`src/rtl/mem_arb_pkg.sv`:
```
// Shared types and default parameters for the two-requester memory arbiter.
// Imported by arb_starve_cnt and mem_arbiter.
package mem_arb_pkg;

    localparam int AW_DEF         = 7;
    localparam int DW_DEF         = 32;
    localparam int LAT_DEF        = 2;
    localparam int STARVE_MAX_DEF = 4;

    // Widths sized for the largest legal LAT (7) and STARVE_MAX (15).
    localparam int WAIT_W   = 3;
    localparam int STARVE_W = 4;

    typedef enum logic [1:0] {
        ST_IDLE  = 2'd0,
        ST_ISSUE = 2'd1,
        ST_WAIT  = 2'd2,
        ST_RESP  = 2'd3
    } state_e;

    typedef enum logic {
        OWN_IF = 1'b0,
        OWN_DM = 1'b1
    } owner_e;

endpackage

```
`src/rtl/arb_starve_cnt.sv`:
```
// Counts consecutive data-memory grants taken while instruction fetch waits.
// Once the count reaches STARVE_MAX, the next arbitration goes to fetch.
module arb_starve_cnt
    import mem_arb_pkg::*;
#(
    parameter int STARVE_MAX = STARVE_MAX_DEF
) (
    input  logic clk,
    input  logic reset,
    input  logic idle,
    input  logic dm_grant,
    input  logic if_grant,
    input  logic if_pending,
    output logic starved
);

    localparam logic [STARVE_W-1:0] CNT_MAX = STARVE_W'(STARVE_MAX);

    logic [STARVE_W-1:0] cnt_q;
    logic [STARVE_W-1:0] cnt_d;

    // A dm grant with fetch idle falls through to the clear branch.
    always_comb begin
        cnt_d = cnt_q;
        if (if_grant) begin
            cnt_d = '0;
        end else if (dm_grant && if_pending) begin
            if (cnt_q != CNT_MAX) begin
                cnt_d = cnt_q + 1'b1;
            end
        end else if (idle && !if_pending) begin
            cnt_d = '0;
        end
    end

    always_ff @(posedge clk or posedge reset) begin
        if (reset) begin
            cnt_q <= '0;
        end else begin
            cnt_q <= cnt_d;
        end
    end

    assign starved = (cnt_q == CNT_MAX);

endmodule

```
`src/rtl/mem_arbiter.sv`:
```
// Arbitrates instruction-fetch and data-memory requests onto one single-port
// memory, with one access in flight at a time and fetch-starvation protection.
module mem_arbiter
    import mem_arb_pkg::*;
#(
    parameter int AW         = AW_DEF,
    parameter int DW         = DW_DEF,
    parameter int LAT        = LAT_DEF,
    parameter int STARVE_MAX = STARVE_MAX_DEF
) (
    input  logic          clk,
    input  logic          reset,
    input  logic          if_req,
    input  logic [AW-1:0] if_addr,
    input  logic          if_kill,
    output logic          if_ack,
    output logic [DW-1:0] if_rdata,
    input  logic          dm_req,
    input  logic          dm_we,
    input  logic [AW-1:0] dm_addr,
    input  logic [DW-1:0] dm_wdata,
    output logic          dm_ack,
    output logic [DW-1:0] dm_rdata,
    output logic          mem_en,
    output logic          mem_we,
    output logic [AW-1:0] mem_addr,
    output logic [DW-1:0] mem_wdata,
    input  logic [DW-1:0] mem_rdata,
    output logic          busy
);

    localparam logic [WAIT_W-1:0] LAT_M1 = WAIT_W'(LAT - 1);

    state_e              state_q, state_d;
    owner_e              owner_q, owner_d;
    logic                we_q, we_d;
    logic [AW-1:0]       addr_q, addr_d;
    logic [DW-1:0]       wdata_q, wdata_d;
    logic [WAIT_W-1:0]   wait_q, wait_d;
    logic                kill_q, kill_d;
    logic [DW-1:0]       if_rdata_q, if_rdata_d;
    logic [DW-1:0]       dm_rdata_q, dm_rdata_d;
    logic                dm_grant, if_grant;
    logic                starved;

    arb_starve_cnt #(
        .STARVE_MAX (STARVE_MAX)
    ) u_starve (
        .clk        (clk),
        .reset      (reset),
        .idle       (state_q == ST_IDLE),
        .dm_grant   (dm_grant),
        .if_grant   (if_grant),
        .if_pending (if_req),
        .starved    (starved)
    );

    // Request fields are captured only on grant, so later changes by the
    // requester cannot disturb an access already in flight.
    always_comb begin
        state_d    = state_q;
        owner_d    = owner_q;
        we_d       = we_q;
        addr_d     = addr_q;
        wdata_d    = wdata_q;
        wait_d     = wait_q;
        kill_d     = kill_q;
        if_rdata_d = if_rdata_q;
        dm_rdata_d = dm_rdata_q;
        dm_grant   = 1'b0;
        if_grant   = 1'b0;

        case (state_q)
            ST_IDLE: begin
                kill_d = 1'b0;
                if (dm_req && !(if_req && starved)) begin
                    dm_grant = 1'b1;
                    owner_d  = OWN_DM;
                    we_d     = dm_we;
                    addr_d   = dm_addr;
                    wdata_d  = dm_wdata;
                    state_d  = ST_ISSUE;
                end else if (if_req) begin
                    if_grant = 1'b1;
                    owner_d  = OWN_IF;
                    we_d     = 1'b0;
                    addr_d   = if_addr;
                    wdata_d  = '0;
                    state_d  = ST_ISSUE;
                end
            end
            ST_ISSUE: begin
                if (owner_q == OWN_IF && if_kill) begin
                    kill_d = 1'b1;
                end
                wait_d  = LAT_M1;
                state_d = we_q ? ST_RESP : ST_WAIT;
            end
            ST_WAIT: begin
                if (owner_q == OWN_IF && if_kill) begin
                    kill_d = 1'b1;
                end
                if (wait_q == '0) begin
                    if (owner_q == OWN_DM) begin
                        dm_rdata_d = mem_rdata;
                    end else begin
                        if_rdata_d = mem_rdata;
                    end
                    state_d = ST_RESP;
                end else begin
                    wait_d = wait_q - 1'b1;
                end
            end
            ST_RESP: begin
                kill_d  = 1'b0;
                state_d = ST_IDLE;
            end
            default: begin
                state_d = ST_IDLE;
            end
        endcase
    end

    always_ff @(posedge clk or posedge reset) begin
        if (reset) begin
            state_q    <= ST_IDLE;
            owner_q    <= OWN_IF;
            we_q       <= 1'b0;
            addr_q     <= '0;
            wdata_q    <= '0;
            wait_q     <= '0;
            kill_q     <= 1'b0;
            if_rdata_q <= '0;
            dm_rdata_q <= '0;
        end else begin
            state_q    <= state_d;
            owner_q    <= owner_d;
            we_q       <= we_d;
            addr_q     <= addr_d;
            wdata_q    <= wdata_d;
            wait_q     <= wait_d;
            kill_q     <= kill_d;
            if_rdata_q <= if_rdata_d;
            dm_rdata_q <= dm_rdata_d;
        end
    end

    // A kill arriving in the response cycle itself must still hide the ack.
    assign if_ack    = (state_q == ST_RESP) && (owner_q == OWN_IF) && !kill_q && !if_kill;
    assign dm_ack    = (state_q == ST_RESP) && (owner_q == OWN_DM);
    assign mem_en    = (state_q == ST_ISSUE);
    assign mem_we    = (state_q == ST_ISSUE) && we_q;
    assign mem_addr  = addr_q;
    assign mem_wdata = wdata_q;
    assign if_rdata  = if_rdata_q;
    assign dm_rdata  = dm_rdata_q;
    assign busy      = (state_q != ST_IDLE);

endmodule

```
`config.mk`:
```
export PLATFORM = sky130hd
export DESIGN_NAME = mem_arbiter
export DESIGN_NICKNAME = d
export VERILOG_FILES = /design/src/rtl/mem_arb_pkg.sv /design/src/rtl/arb_starve_cnt.sv /design/src/rtl/mem_arbiter.sv
export SDC_FILE = /design/constraint.sdc
export NUM_CORES = 1
export LEC_CHECK = 0
export ABC_AREA = 1
export CAP_MARGIN = 15
export CORE_MARGIN = 2
export CORE_UTILIZATION = 39
export CTS_CLUSTER_DIAMETER = 200
export DETAILED_ROUTE_END_ITERATION = 10
export PLACE_DENSITY = 0.76
export SLEW_MARGIN = 10
export SYNTH_ARGS = -nofsm -noshare
export SYNTH_HDL_FRONTEND = slang
export SYNTH_HIERARCHICAL = 1
export SYNTH_SLANG_ARGS = --single-unit
export TNS_END_PERCENT = 50
```
`constraint.sdc`:
```
create_clock -name clk -period 3.5 [get_ports clk]
set_input_delay 0.7 -clock clk [delete_from_list [all_inputs] [get_ports clk]]
set_output_delay 0.7 -clock clk [all_outputs]
set_load 0.005 [all_outputs]
```
# Word level (Yosys, flattened, before mapping)
# Index checks and enable logic that the tools add are counted.
# W data, S select, Z words.
# word_totals
word_cells	76
inputBits	84
regBits	115
out_inout_bits	108
# classes
bitwise_logic	1
n_eq_ne	10
n_reduce_logical	28
mux	25
addsub	2
# ops
operator	count
$mux W32	2
$mux W4	4
$mux W7	2
$logic_and A1 B1 Y1	10
$mux W1	10
$pmux W2 S4	1
$reduce_and A2 Y1	4
$mux W2	3
$ne A3 B3 Y1 const B	2
$pmux W3 S2	1
$reduce_and A3 Y1	2
$reduce_bool A2 Y1	3
$add A4 B1 Y4 const B	1
$eq A2 B2 Y1 const B	2
$eq A4 B3 Y1 const B	1
$logic_not A1 Y1	4
$ne A2 B2 Y1 const B	2
$ne A4 B3 Y1 const B	1
$reduce_or A2 Y1	2
$logic_not A3 Y1	1
$mux W3	1
$reduce_bool A3 Y1	1
$sub A3 B1 Y3 const B	1
$eq A2 B1 Y1 const B	1
other kinds (4)	4

# Longest topological paths before layout
# Gate-level depths: netlist of the first run.
# logic_depth
ltp_word	9
mapped_depth	14
ltp_nobuf	13

# Hierarchy
# The synthesis of the first run kept the hierarchy.
# by_module_without_submodules
module	seq_area_each_um2	cells_each	instances	area_each_um2
mem_arbiter	2777.7	494	1	4545.6
arb_starve_cnt	100.1	36	1	280.3

# Least setup slack after synthesis of the first run
# OpenSTA, ideal clock, no wires.
# synth_path
kind	register -> register
startpoint	register state_q[0]
endpoint	register u_starve.cnt_q[2]
setup_time_ns	0.065
n_path_buf	1
slack_ns	1.798
arrival_time_ns	1.637
synth_period_minus_slack_ns	1.702
required_time_ns	3.435
stages_incl_launch_ff	12
path_cell_list	dfrtp_1 > inv_1 > ha_1 > inv_2 > nor2_8 > buf_6 > nand2_1 > inv_1 > nand2_2 > nand2_2 > nand3_1 > nand2_1
# synth_between
elab_chain_len	5
elab_cells_between_ends	10
cone_classes	eq/ne: 1; mux: 4; reduce/logical: 5
# synth_lines
element	line_no	source
start, declared	mem_arbiter.sv:34	state_e state_q, state_d;
start signal, assigned	mem_arbiter.sv:136	state_q <= state_d;
$logic_not A2 Y1 *	mem_arbiter.sv:73	case (state_q)
$mux W1 *	mem_arbiter.sv:73	
named net dm_grant	mem_arbiter.sv:43	logic dm_grant, if_grant;
$logic_and A1 B1 Y1 *	arb_starve_cnt.sv:27	end else if (dm_grant && if_pending) begin
$ne A3 B3 Y1 (no line) (tied with other cells)	--	
$reduce_and A2 Y1 (no line) or $mux W4 (tied branches)	--	
end signal, assigned	arb_starve_cnt.sv:40	cnt_q <= cnt_d;
end, declared	arb_starve_cnt.sv:19	logic [STARVE_W-1:0] cnt_q;
# Mark *: on every way through the listed nets, which the timed path passes. The rest lies on a longest branch.
# A chain may end at the register's enable or synchronous reset.

# Final worst setup path of the first run
# layout_path
startpoint	register state_q[0]
endpoint	output busy
# layout_between
elab_chain_len	1
# layout_lines
element	line_no	source
$reduce_bool A2 Y1	mem_arbiter.sv:157	assign busy = (state_q != ST_IDLE);
end, declared	mem_arbiter.sv:29	output logic busy
# No other way between the ends.

==> summary.md, run 1 <==
| Metric | Value |
|---|---|
| Post-layout util | `0.619` |
| Setup ws final | `0.800 ns` |
| Global-route wire length before repair | `20.3 mm` |
| Pin count of the biggest net entering global routing | `61` |
| Sw power | `2.06 mW` |
| Final setup skew | `0.00772 ns` |
| CTS tree | `done` |
| Top sig layer | `met4` |
| Wire length on met3 | `1.32 mm` |
| Hold_buf cts | `0` |
| Setup bufs post-CTS | `0` |
| Finished Layout Cells | `905` |
| Post-synth top area share | `0.596` |
| Hold slack | `0.476 ns` |
| Max Slew Vio Count | `0` |
| Clock Sinks | `115` |
| Reg-to-Reg End | `if_rdata[5]$_DFFE_PP0P_` |
| Via count | `4160` |
| Vias in the first global route | `4234` |
| Clk buf depth | `2` |
| Port Buf Inserts | `191` |
| Worst setup path class | `reg -> out` |
| Max FO, Critical Path | `5` |
| Post-Syn Area | `0.00483 mm^2` |
| Global route overflow | `0` |
| Initial antenna violation count | `0` |
| Worst Setup SP | `state_q[0]$_DFFE_PP0P_` |
| Die area | `0.0133 mm^2` |
| Worst-path clk slew | `0.05 ns` |
| Reg2Reg Setup Slack | `1.13 ns` |
| Syn Nets | `624` |
| Final HPWL from detailed placement | `8.73 mm` |
| Wire length on met1 | `5.05 mm` |
| Final setup violation count | `0` |
| Post-Syn Instances | `530` |
| Clock power frac | `0.270` |
| Max frequency | `0.370 GHz` |
| Reg2reg start | `state_q[0]$_DFFE_PP0P_` |
| Global-route usage over all layers | `0.197` |
| Comb power frac | `0.387` |
| Io pins | `192` |
| Placed standard-cell area | `0.00684 mm^2` |
| Row Count | `40` |
| Total Power | `6.73 mW` |
| Hold Crit Depth | `2` |
| Cell count after placement | `873` |
| Post-DRT Antenna Nets | `0` |
| Clk Latency, worst-skew pair | `0.41 ns` |
| Die W | `115 um` |
| Fin nets | `818` |
| Starting Density | `0.400` |
| Min Clock Period, post-route | `2.70 ns` |
| Sw Ratio | `0.305` |
| Setup_tns | `0 ns` |
| Detailed Route WL | `12.2 mm` |
| CTS buffer count | `17` |
| RD Place Congestion | `0.864` |
| Ranking of synthesized cells by area | `dfrtp_1, nand2_1, o21ai_1` |
| Max cap viols | `0` |
| FF/Latch Area | `0.00288 mm^2` |
| DR vias/cell | `4.60` |
| Rel. slew slack | `0.385` |
| Met2 wire len | `5.59 mm` |
| Internal power | `4.68 mW` |
| Die Ht | `115 um` |
| Multi-input gate area | `0.00160 mm^2` |
| Unrepaired setup endpoints after global routing | `no` |
| Cells on worst reg2reg path | `6` |
| CP endpoint kind | `output pin` |
| Post-route cell area | `0.00746 mm^2` |
| Worst VDD drop | `0.426 mV` |
| Pwr/cell area | `902 mW/mm^2` |
| Status | `finished clean` |
| Period utilisation layout | `0.771` |
| CTS root buf | `clkbuf_16` |
| First drt pass iteration count | `4` |
| Most common cell after layout, fill and taps aside | `nand2_1` |
| Worst slew pin tran | `0.922 ns` |
| Filler instances | `997` |
| H-tree level count | `4` |
| Commonest cells after routing, fill and taps aside | `nand2_1, clkdlybuf4s50_1, dfrtp_1` |
| Crit path launch type | `flop` |
| Synth Warn # | `6` |
| Area delta synth->final | `54.7%` |
| Post-synth top area cell | `dfrtp_1` |
| Setup crit end | `busy` |
| Core footprint | `0.0121 mm^2` |
| Starting DRT DRC Count | `259` |
| CP required | `2.80 ns` |
| Seq cells post-synth | `115` |
| Wirelength per Cell | `13.5 um` |
| Layout cells sized above 1 | `0.0651` |
| Fin. Hold Viols | `0` |
| Setup WS pre-CTS | `0.859 ns` |
| Type of the worst min-delay path | `reg -> reg` |
| Sequential area share after synthesis | `0.596` |
| Worst endpoint data arrival time | `2.00 ns` |
| Hold_sp | `mem_wdata[31]$_DFFE_PP0P_` |
| Post-CTS resize count | `0` |
| ANT cells | `0` |
| P_leak | `3.68 nW` |
| Sequential power share | `0.343` |
| Distinct cells, synth | `27` |
| Residual DRC count | `0` |
| Post-Syn Area per Cell | `9.11 um^2` |
[sequential cells by signal, indices dropped and copies added (netlist names)]
| signal | count |
|---|---|
| owner_q | 1 |
| mem_addr | 7 |
| if_rdata | 32 |
| wait_q | 3 |
| u_starve/cnt_q | 4 |
| dm_rdata | 32 |
| mem_wdata | 32 |
| we_q | 1 |
| kill_q | 1 |
| state_q | 2 |
[worst min-delay path by stage]
stage	to	slack (ns)
2_1_floorplan	u_starve/cnt_q[0]$_DFFE_PP0P_	0.47
3_3_place_gp	mem_wdata[15]$_DFFE_PP0P_	0.46
3_5_place_dp	mem_wdata[31]$_DFFE_PP0P_	0.47
4_1_cts	mem_wdata[31]$_DFFE_PP0P_	0.48
5_1_grt	mem_wdata[12]$_DFFE_PP0P_	0.50
6_report	mem_wdata[31]$_DFFE_PP0P_	0.48
[cells by family after synthesis]
kind of cell	count (synthesis)	share of synthesized area
and+or+nand+nor	259	0.226
DFF	115	0.596
buffers and inverters	73	0.0721
AOI/OAI and AO/OA	72	0.0783
adders and majority gates	10	0.0259
xor gates and xnor gates	1	0.00182
[routing by layer]
| metal | GRT usage | vias to the layer above |
|---|---|---|
| met5 | 0 | - |
| met2 | 0.305 | 195 |
| met4 | 0.0908 | 0 |
| met1 | 0.237 | 1909 |
| li1 | - | 2038 |
| met3 | 0.0896 | 18 |
[area by class of cell]
cell class / instances / area share
sequential: 115 / 0.386
clock inverter: 9 / 0.0203
timing repair buffer: 195 / 0.260
tap: 168 / 0.0282
inverter: 53 / 0.0275
clock buffer: 23 / 0.0640
multi-input combinational: 342 / 0.214
[Yosys cell counts (all sizes together)]
master / instances
o21ai: 67
buf: 17
nand4: 1
ha: 10
a21oi: 2
dfrtp: 115
nand2: 227
o21a: 1
nand3: 21
o22ai: 1
inv: 53
nor2: 9
a21boi: 1
xor2: 1
nand3b: 1
clkbuf: 3
[worst max-delay path: stages (launching register included)]
cell,delay [ns]
dfrtp_1,0.41
inv_1,0.13
ha_1,0.30
inv_2,0.21
clkdlybuf4s50_1,0.54
[power groups by stage]
stage               logic (mW)  registers, mW  clock network (mW)
CTS                       2.65           2.31                1.86
finish                    2.61           2.31                1.82
floorplan                 1.10           2.33                   0
global placement          2.56           2.29                   0
detailed placement        2.63           2.31                   0
global route              2.93           2.38                1.92
Power figures use the tool's default switching activity.
==> run 2: changes to the inputs <==
--- a/config.mk
+++ b/config.mk
@@ -8,10 +8,10 @@
 export ABC_AREA = 1
 export CAP_MARGIN = 15
 export CORE_MARGIN = 2
-export CORE_UTILIZATION = 39
+export CORE_UTILIZATION = 44
 export CTS_CLUSTER_DIAMETER = 200
 export DETAILED_ROUTE_END_ITERATION = 10
-export PLACE_DENSITY = 0.76
+export PLACE_DENSITY = 0.81
 export SLEW_MARGIN = 10
 export SYNTH_ARGS = -nofsm -noshare
 export SYNTH_HDL_FRONTEND = slang
==> constraint.sdc (replaced) <==
create_clock -name clk -period 2.58 [get_ports clk]
set_input_delay 0.516 -clock clk [delete_from_list [all_inputs] [get_ports clk]]
set_output_delay 0.516 -clock clk [all_outputs]
set_load 0.005 [all_outputs]
==> run 2 against run 1 <==
  * Sequential power is 35% higher
  * Critical path depth is 1 higher
  * Sequential cell count stayed put
  * Die area is 11% lower
  * Count of clock-buffer cells in the layout is 3 lower
  * Power is 37% higher
  * Via count hardly changed
  * Largest cell class unchanged
==> summary.md, run 2 (synthesis gave the netlist of run 1 again) <==
| Metric | Value |
|---|---|
| Max Slew Vio Count | `0` |
| Core footprint | `0.0108 mm^2` |
| Pwr/cell area | `1230 mW/mm^2` |
| Crit path launch type | `flop` |
| Fin. Hold Viols | `0` |
| Initial antenna violation count | `0` |
| Setup ws final | `0.133 ns` |
| Io pins | `192` |
| Worst Setup SP | `state_q[1]$_DFFE_PP0P_` |
| Clock power frac | `0.268` |
| Clk buf depth | `2` |
| Min Clock Period, post-route | `2.45 ns` |
| Worst-path clk slew | `0.05 ns` |
| ANT cells | `0` |
| Worst slew pin tran | `0.600 ns` |
| Final HPWL from detailed placement | `8.69 mm` |
| Period utilisation layout | `0.948` |
| P_leak | `3.70 nW` |
| Die area | `0.0118 mm^2` |
| Clock Sinks | `115` |
| Max frequency | `0.409 GHz` |
| Residual DRC count | `0` |
| Setup_tns | `0 ns` |
| CTS buffer count | `17` |
| Placed standard-cell area | `0.00684 mm^2` |
| Layout cells sized above 1 | `0.0707` |
| Sw Ratio | `0.305` |
| Cells on worst reg2reg path | `11` |
| Setup bufs post-CTS | `0` |
| Pin count of the biggest net entering global routing | `112` |
| Final setup violation count | `0` |
| Reg-to-Reg End | `u_starve/cnt_q[2]$_DFFE_PP0P_` |
| Wirelength per Cell | `13.9 um` |
| Status | `finished clean` |
| Filler instances | `835` |
| Commonest cells after routing, fill and taps aside | `nand2_1, clkdlybuf4s50_1, dfrtp_1` |
| Setup crit end | `mem_we` |
| CP required | `2.06 ns` |
| H-tree level count | `4` |
| Sequential power share | `0.341` |
| Row Count | `38` |
| Finished Layout Cells | `876` |
| Post-DRT Antenna Nets | `0` |
| Port Buf Inserts | `191` |
| Rel. slew slack | `0.600` |
| Global-route wire length before repair | `19.6 mm` |
| RD Place Congestion | `0.794` |
| Hold_buf cts | `0` |
| Max FO, Critical Path | `6` |
| Fin nets | `818` |
| Global route overflow | `0` |
| Comb power frac | `0.391` |
| Post-CTS resize count | `2` |
| Max cap viols | `0` |
| Worst setup path class | `reg -> out` |
| Clk Latency, worst-skew pair | `0.49 ns` |
| Total Power | `9.20 mW` |
| Vias in the first global route | `4103` |
| Starting DRT DRC Count | `254` |
| Via count | `4159` |
| Type of the worst min-delay path | `in -> async` |
| Post-route cell area | `0.00747 mm^2` |
| Worst endpoint data arrival time | `1.93 ns` |
| Multi-input gate area | `0.00161 mm^2` |
| CP endpoint kind | `output pin` |
| Unrepaired setup endpoints after global routing | `no` |
| CTS root buf | `clkbuf_8` |
| Final setup skew | `0.00646 ns` |
| Detailed Route WL | `12.2 mm` |
| Sw power | `2.81 mW` |
| CTS tree | `done` |
| Setup WS pre-CTS | `0.406 ns` |
| Internal power | `6.39 mW` |
| Area delta synth->final | `54.9%` |
| Cell count after placement | `845` |
| DR vias/cell | `4.75` |
| Reg2reg start | `u_starve/cnt_q[0]$_DFFE_PP0P_` |
| Die W | `109 um` |
| Starting Density | `0.447` |
| Reg2Reg Setup Slack | `0.64 ns` |
| Die Ht | `109 um` |
| First drt pass iteration count | `5` |
| Worst VDD drop | `0.542 mV` |
| FF/Latch Area | `0.00288 mm^2` |
| Most common cell after layout, fill and taps aside | `nand2_1` |
| Global-route usage over all layers | `0.213` |
## run 2: power groups by stage
stage	sequential, mW	clock (mW)	combinational [mW]
final	3.13	2.47	3.60
after global routing	3.23	2.62	4.00
after CTS	3.13	2.52	3.65
after detailed placement	3.13	0	3.62
after global placement	3.10	0	3.49
after floorplan	3.16	0	1.49
## run 2: how the worst min path moves through the flow
| stage | from | end | slack [ns] | cells past startpoint |
|---|---|---|---|---|
| floorplan | reset | u_starve/cnt_q[0]$_DFFE_PP0P_ | 0.28 | 1 |
| global placement | mem_wdata[12]$_DFFE_PP0P_ | mem_wdata[12]$_DFFE_PP0P_ | 0.46 | 2 |
| detailed placement | mem_addr[3]$_DFFE_PP0P_ | mem_addr[3]$_DFFE_PP0P_ | 0.46 | 2 |
| CTS | reset | u_starve/cnt_q[1]$_DFFE_PP0P_ | 0.28 | 2 |
| global route | reset | u_starve/cnt_q[1]$_DFFE_PP0P_ | 0.29 | 2 |
| finish | reset | u_starve/cnt_q[1]$_DFFE_PP0P_ | 0.31 | 2 |
## run 2: per-stage QoR
step / utilization / hold WS [ns]
floorplan: - / 0.282
detailed placement: 0.634 / 0.464
finish: 0.693 / 0.307
CTS: 0.692 / 0.281
global route: 0.693 / 0.295
global placement: 0.634 / 0.461
## run 2: worst max-delay path: stages, from the launching register on
cell and delay, ns:
dfrtp_1 0.43, inv_1 0.13, ha_2 0.23, nand2_1 0.06, inv_1 0.05, clkdlybuf4s50_1 0.54
## run 2: layout make-up
| cell class | instances | share of cell area |
|---|---|---|
| Sequential cell | 115 | 0.385 |
| Timing Repair Buffer | 195 | 0.265 |
| Multi-Input combinational cell | 342 | 0.215 |
| Clock buffer | 20 | 0.0596 |
| Inverter | 53 | 0.0278 |
| Clock inverter | 11 | 0.0244 |
| Tap cell | 140 | 0.0234 |
## run 2: metal layers
layer	vias to the layer above	GRT usage	routed length [um]
li1	2035	-	-
met1	1924	0.261	5030
met2	196	0.339	5810
met3	4	0.0944	1300
met4	0	0.0705	70
met5	-	0	0
